<file path="src/rtl/alu_seq.sv">
// Registered ALU with valid/ready handshake, {err,v,c,z} flags and an optional
// multi-cycle shift-add multiplier enabled by defining ALU_SEQ_MUL_EN.
module alu_seq #(
    parameter int WIDTH = 8
) (
    input  logic             clk,
    input  logic             rst_n,
    input  logic             in_valid,
    output logic             in_ready,
    input  logic [WIDTH-1:0] op_a,
    input  logic [WIDTH-1:0] op_b,
    input  logic [3:0]       op_sel,
    output logic             out_valid,
    input  logic             out_ready,
    output logic [WIDTH-1:0] result,
    output logic [3:0]       flags
);
    localparam int SW = $clog2(WIDTH);

`ifdef ALU_SEQ_MUL_EN
    typedef enum logic [1:0] {IDLE = 2'd0, DONE = 2'd1, MUL = 2'd2} state_t;
`else
    typedef enum logic [1:0] {IDLE = 2'd0, DONE = 2'd1} state_t;
`endif

    state_t           state_q, state_d;
    logic [WIDTH-1:0] result_q, result_d;
    logic [3:0]       flags_q, flags_d;

    logic [WIDTH:0]   add_w, sub_w, inc_w;
    logic [SW-1:0]    shamt;
    logic [WIDTH-1:0] alu_res;
    logic             alu_c, alu_v, alu_err;

    // Single-cycle datapath for every opcode except the multiplier.
    always_comb begin
        add_w   = {1'b0, op_a} + {1'b0, op_b};
        sub_w   = {1'b0, op_a} - {1'b0, op_b};
        inc_w   = {1'b0, op_a | op_b} + {{WIDTH{1'b0}}, 1'b1};
        shamt   = op_b[SW-1:0];
        alu_res = '0;
        alu_c   = 1'b0;
        alu_v   = 1'b0;
        alu_err = 1'b0;
        case (op_sel)
            4'd0: begin
                alu_res = add_w[WIDTH-1:0];
                alu_c   = add_w[WIDTH];
                alu_v   = (op_a[WIDTH-1] == op_b[WIDTH-1]) &&
                          (add_w[WIDTH-1] != op_a[WIDTH-1]);
            end
            4'd1: begin
                alu_res = sub_w[WIDTH-1:0];
                alu_c   = sub_w[WIDTH];
                alu_v   = (op_a[WIDTH-1] != op_b[WIDTH-1]) &&
                          (sub_w[WIDTH-1] != op_a[WIDTH-1]);
            end
            4'd3: alu_res = op_a & op_b;
            4'd4: begin
                alu_res = inc_w[WIDTH-1:0];
                alu_c   = inc_w[WIDTH];
            end
            4'd5: alu_res = op_a ^ op_b;
            4'd6: alu_res = ~op_a;
            4'd7: alu_res = op_a << shamt;
            4'd8: alu_res = op_a >> shamt;
            // Opcode 2 lands here too; with the multiplier built it never
            // reaches this result because the FSM diverts it to MUL.
            default: alu_err = 1'b1;
        endcase
    end

`ifdef ALU_SEQ_MUL_EN
    localparam int CW = (SW < 1) ? 1 : SW;

    logic [CW-1:0]      cnt_q, cnt_d;
    logic [2*WIDTH-1:0] mcand_q, mcand_d;
    logic [2*WIDTH-1:0] acc_q, acc_d;
    logic [WIDTH-1:0]   mplier_q, mplier_d;
    logic [2*WIDTH-1:0] acc_next;

    assign acc_next = acc_q + (mplier_q[0] ? mcand_q : '0);
`endif

    always_comb begin
        state_d  = state_q;
        result_d = result_q;
        flags_d  = flags_q;
`ifdef ALU_SEQ_MUL_EN
        cnt_d    = cnt_q;
        mcand_d  = mcand_q;
        acc_d    = acc_q;
        mplier_d = mplier_q;
`endif
        case (state_q)
            IDLE: begin
                if (in_valid) begin
`ifdef ALU_SEQ_MUL_EN
                    if (op_sel == 4'd2) begin
                        mcand_d  = {{WIDTH{1'b0}}, op_a};
                        mplier_d = op_b;
                        acc_d    = '0;
                        cnt_d    = '0;
                        state_d  = MUL;
                    end else
`endif
                    begin
                        result_d = alu_res;
                        flags_d  = {alu_err, alu_v, alu_c, (alu_res == '0)};
                        state_d  = DONE;
                    end
                end
            end
`ifdef ALU_SEQ_MUL_EN
            MUL: begin
                acc_d    = acc_next;
                mcand_d  = mcand_q << 1;
                mplier_d = mplier_q >> 1;
                cnt_d    = cnt_q + 1'b1;
                // Last partial product is folded in combinationally so the
                // product is registered on exactly the WIDTH-th MUL edge.
                if (cnt_q == CW'(WIDTH - 1)) begin
                    cnt_d    = '0;
                    result_d = acc_next[WIDTH-1:0];
                    flags_d  = {2'b00, (acc_next[2*WIDTH-1:WIDTH] != '0),
                                (acc_next[WIDTH-1:0] == '0)};
                    state_d  = DONE;
                end
            end
`endif
            DONE: begin
                if (out_ready) state_d = IDLE;
            end
            default: state_d = IDLE;
        endcase
    end

    always_ff @(posedge clk or negedge rst_n) begin
        if (!rst_n) begin
            state_q  <= IDLE;
            result_q <= '0;
            flags_q  <= '0;
`ifdef ALU_SEQ_MUL_EN
            cnt_q    <= '0;
            mcand_q  <= '0;
            acc_q    <= '0;
            mplier_q <= '0;
`endif
        end else begin
            state_q  <= state_d;
            result_q <= result_d;
            flags_q  <= flags_d;
`ifdef ALU_SEQ_MUL_EN
            cnt_q    <= cnt_d;
            mcand_q  <= mcand_d;
            acc_q    <= acc_d;
            mplier_q <= mplier_d;
`endif
        end
    end

    assign in_ready  = (state_q == IDLE);
    assign out_valid = (state_q == DONE);
    assign result    = result_q;
    assign flags     = flags_q;

endmodule

</file>
<file path="config.mk">
export PLATFORM = sky130hd
export DESIGN_NAME = alu_seq
export DESIGN_NICKNAME = d
export VERILOG_FILES = /design/src/rtl/alu_seq.sv
export SDC_FILE = /design/constraint.sdc
export NUM_CORES = 1
export LEC_CHECK = 0
export CAP_MARGIN = 5
export CELL_PAD_IN_SITES_DETAIL_PLACEMENT = 0
export CELL_PAD_IN_SITES_GLOBAL_PLACEMENT = 1
export CORE_MARGIN = 1
export CORE_UTILIZATION = 41
export DETAILED_ROUTE_END_ITERATION = 16
export MAX_ROUTING_LAYER = met4
export PLACE_DENSITY = 0.79
export RECOVER_POWER = 25
export SETUP_SLACK_MARGIN = 0.4
export SLEW_MARGIN = 20
export SYNTH_ARGS = -nofsm -noshare
export SYNTH_HDL_FRONTEND = slang
export SYNTH_SLANG_ARGS = --single-unit
export TNS_END_PERCENT = 50
</file>
<file path="constraint.sdc">
create_clock -name clk -period 2.6 [get_ports clk]
set_clock_uncertainty 0.2 [all_clocks]
set_input_delay 0.39 -clock clk [delete_from_list [all_inputs] [get_ports clk]]
set_output_delay 0.39 -clock clk [all_outputs]
set_load 0.01 [all_outputs]
</file>
==> results.md <==
- CTS tree: done
- Primary FF master, synth: dfrtp_1
- Placed cell areas: 3670 um^2
- Core area: 5574 um^2
- Crit path kind: in2reg
- Synth cell types: 56
- Setup TNS: 0 ps
- Sequential cell area fraction in the yosys report: 13.53%
- Die area: 6172 um^2
- Share of Yosys cell area claimed by the top area cell type: 13.53%
- RSZ-0062 raised after global routing: yes
- RD Place Congestion: 0.9443
- Final Hold Violating Endpoints: 0
- Post-synth EDFFs: 0
- Root buffer selected by CTS: clkbuf_8
- Pwr Density: 313.5 nW/um^2
- Clk Latency, worst-skew pair: 240 ps
- TritonCTS Buffers: 3
- Synth Instances: 298
- Final wirelength: 10,520 um
- First-pass GRT wire length: 16,370 um
- Max clock buf depth: 2
- CTS Sinks: 13
- All-layer global routing usage: 36.24%
- Initial DRC Count: 258
- Post-synth top area cell: dfrtp_1
- Post-synthesis register bit count: 13
- Arr. time, crit path: 2460 ps
- Gr ovfl total: 0
- Async SR Flop Fraction: 100.0%
- Req. time, crit path: 2560 ps
- CP Launch Type: input pin
- DRC: 0
- Achievable frequency: 0.4003 GHz
- Starting density of the core: 43.12%
- Layout cells sized above 1: 54.15%
- Via count of the first global-routing pass: 3,132
- Row cnt: 27
- Clk slew on worst S/H paths: 60 ps
- Post-Syn Area: 2404 um^2
- Post-synthesis area per instance: 8.066 um^2
- Die Width: 78.57 um
- Worst VDD drop: 0.3226 mV
- Die height: 78.57 um
- CTS H-tree depth: 1
- Relative slew margins: 55.11%
- Final setup fails: 0
- Layout Nets: 511
- Final worst slack: 101.9 ps
- Final Util: 79.75%
- DP Worst Slack: -780.5 ps
- Area delta synth->final: 84.96%
- Leading post-synthesis cells by cell area: dfrtp_1 14%, ha_1 14%, mux4_2 7.5%
- Antenna violations before repair: 0
- Detailed placement HPWL: 7373 um
- Post-route cell area: 4446 um^2
- Worst-Margin Slew: 668.2 ps
- Pre-antenna DRT Iters: 4
- Drt via density: 5.825
- Critical Path Sink Type: flop
- Largest net degree at the start of global routing: 16
- ANT nets after route: 0
- Status: finished, final reports clean
- Tcrit/Tclk final: 96.08%
- Crit path time final: 2498 ps
- Wire length per cell: 19.85 um
- Leak pwr: 1.961 nW
- Number of max-cap violations: 0
- CP max FO: 8
- # port buffers: 37
- Syn nets: 350
- Via count: 3,087
- Diode count: 0
- Worst min-delay path class: reg2reg
- Max Slew Vio Count: 0
- I/O pin count: 38
- Synth Warn #: 0
==> repair_timing <==
action,CTS,global route
hold buffers,0,0
resized for setup,179,22
cloned,2,0
setup endpoints to repair,11,11
buffers inserted,25,2
pin swaps,49,25
==> through the flow <==
stage / cells / total power [W] / hold WS [ps]
final: 530 / 0.001393 / 277.5
after global routing: 530 / 0.001469 / 308.2
after CTS: 528 / 0.001349 / 283.0
after detailed placement: 497 / 0.001005 / 270.9
after global placement: 497 / 0.0009982 / 260.0
after floorplan: 298 / 0.0006299 / -105.6
==> registers in the layout (all words and copies together) (netlist names) <==
| name | flops |
|---|---|
| state_q | 1 |
| result | 8 |
| flags | 4 |
==> routing by layer <==
layer	global-route usage (%)	vias to the layer above	part of all wire (%)
li1	-	1423	-
met1	40.93	1464	38
met2	62.43	162	50
met3	5.698	38	8.1
met4	16.85	0	3.7
met5	-	-	0
==> critical path: stages <==
cell       delay (ps)
buf_8             110
buf_6             110
buf_8             130
mux4_2            520
nor2_4            110
nor3_2             60
a2111oi_4         200
nand2_1           110
or4_4             530
o31ai_2           180
==> final timing paths <==
path / start / endpoint / slack (ps) / depth (start not counted)
min in group asynchronous: rst_n / flags[0]$_DFFE_PN0P_ / 380 / 1
max: op_a[4] / flags[0]$_DFFE_PN0P_ / 100 / 10
min reg2reg: result[1]$_DFFE_PN0P_ / result[1]$_DFFE_PN0P_ / 280 / 2
min: result[1]$_DFFE_PN0P_ / result[1]$_DFFE_PN0P_ / 280 / 2
max reg2reg: state_q[0]$_DFFE_PN0P_ / flags[0]$_DFFE_PN0P_ / 240 / 7
max in group asynchronous: rst_n / result[5]$_DFFE_PN0P_ / 1440 / 1
==> logic make-up (layout without fill, tap and decap cells) <==
| kind of cell | Yosys count | count (layout) | synth area share (%) |
|---|---|---|---|
| AND/OR/NAND/NOR | 106 | 106 | 23.58 |
| AO/OA/AOI/OAI | 79 | 79 | 22.96 |
| buffers and inverters | 42 | 202 | 7.132 |
| adder cells (fa/ha/maj) | 28 | 28 | 15.20 |
| multiplexers | 19 | 19 | 13.59 |
| flip-flops | 13 | 13 | 13.53 |
| XOR/XNOR | 11 | 11 | 4.008 |
==> where the power goes <==
part	internal, W	total (W)	switching, W
Clock	0.000108	0.000179	0.0000712
Combinational	0.000514	0.000946	0.000432
Sequential	0.000245	0.000268	0.0000231
Total	0.000867	0.00139	0.000527
==> final cells by class <==
| type | instances | area, um^2 |
|---|---|---|
| clock buffer | 4 | 45.04 |
| tap | 72 | 90.09 |
| fill | 351 | 1129 |
| timing repair buffer | 173 | 1456 |
| multi-input combinational | 243 | 2420 |
| sequential | 13 | 325.3 |
| inverter | 25 | 108.9 |
==> cell usage after synthesis (4+ instances only) <==
| library cell | instances |
|---|---|
| buf_2 | 5 |
| o21bai_1 | 5 |
| xnor2_1 | 10 |
| nor3_1 | 11 |
| dfrtp_1 | 13 |
| a22oi_1 | 7 |
| o21ai_0 | 14 |
| inv_1 | 25 |
| nand3_1 | 7 |
| a21oi_1 | 19 |
| nand2_1 | 24 |
| clkbuf_1 | 11 |
| mux2i_1 | 6 |
| nor2_1 | 23 |
| nand3b_1 | 9 |
| o22ai_1 | 4 |
| mux4_2 | 8 |
| nor3b_1 | 4 |
| nand2b_1 | 6 |
| nor2b_1 | 6 |
| ha_1 | 26 |
==> cell usage in the layout, fill, tap and decap left out, drive strengths merged, types with 3 or more instances in the layout <==
cell type        n
buf            148
ha              26
inv             25
nand2           24
nor2            23
a21oi           19
clkdlybuf4s50   17
o21ai           14
dfrtp           13
nor3            11
mux4            10
xnor2           10
nand3b           9
clkbuf           8
a22oi            7
nand3            7
nand2b           6
mux2i            6
nor2b            6
o21bai           5
o22ai            4
a2111oi          4
nor3b            4
or4              3
a21o             3
mux2             3
nor4             3
o2111ai          3
(Power assumes the default switching activity.)
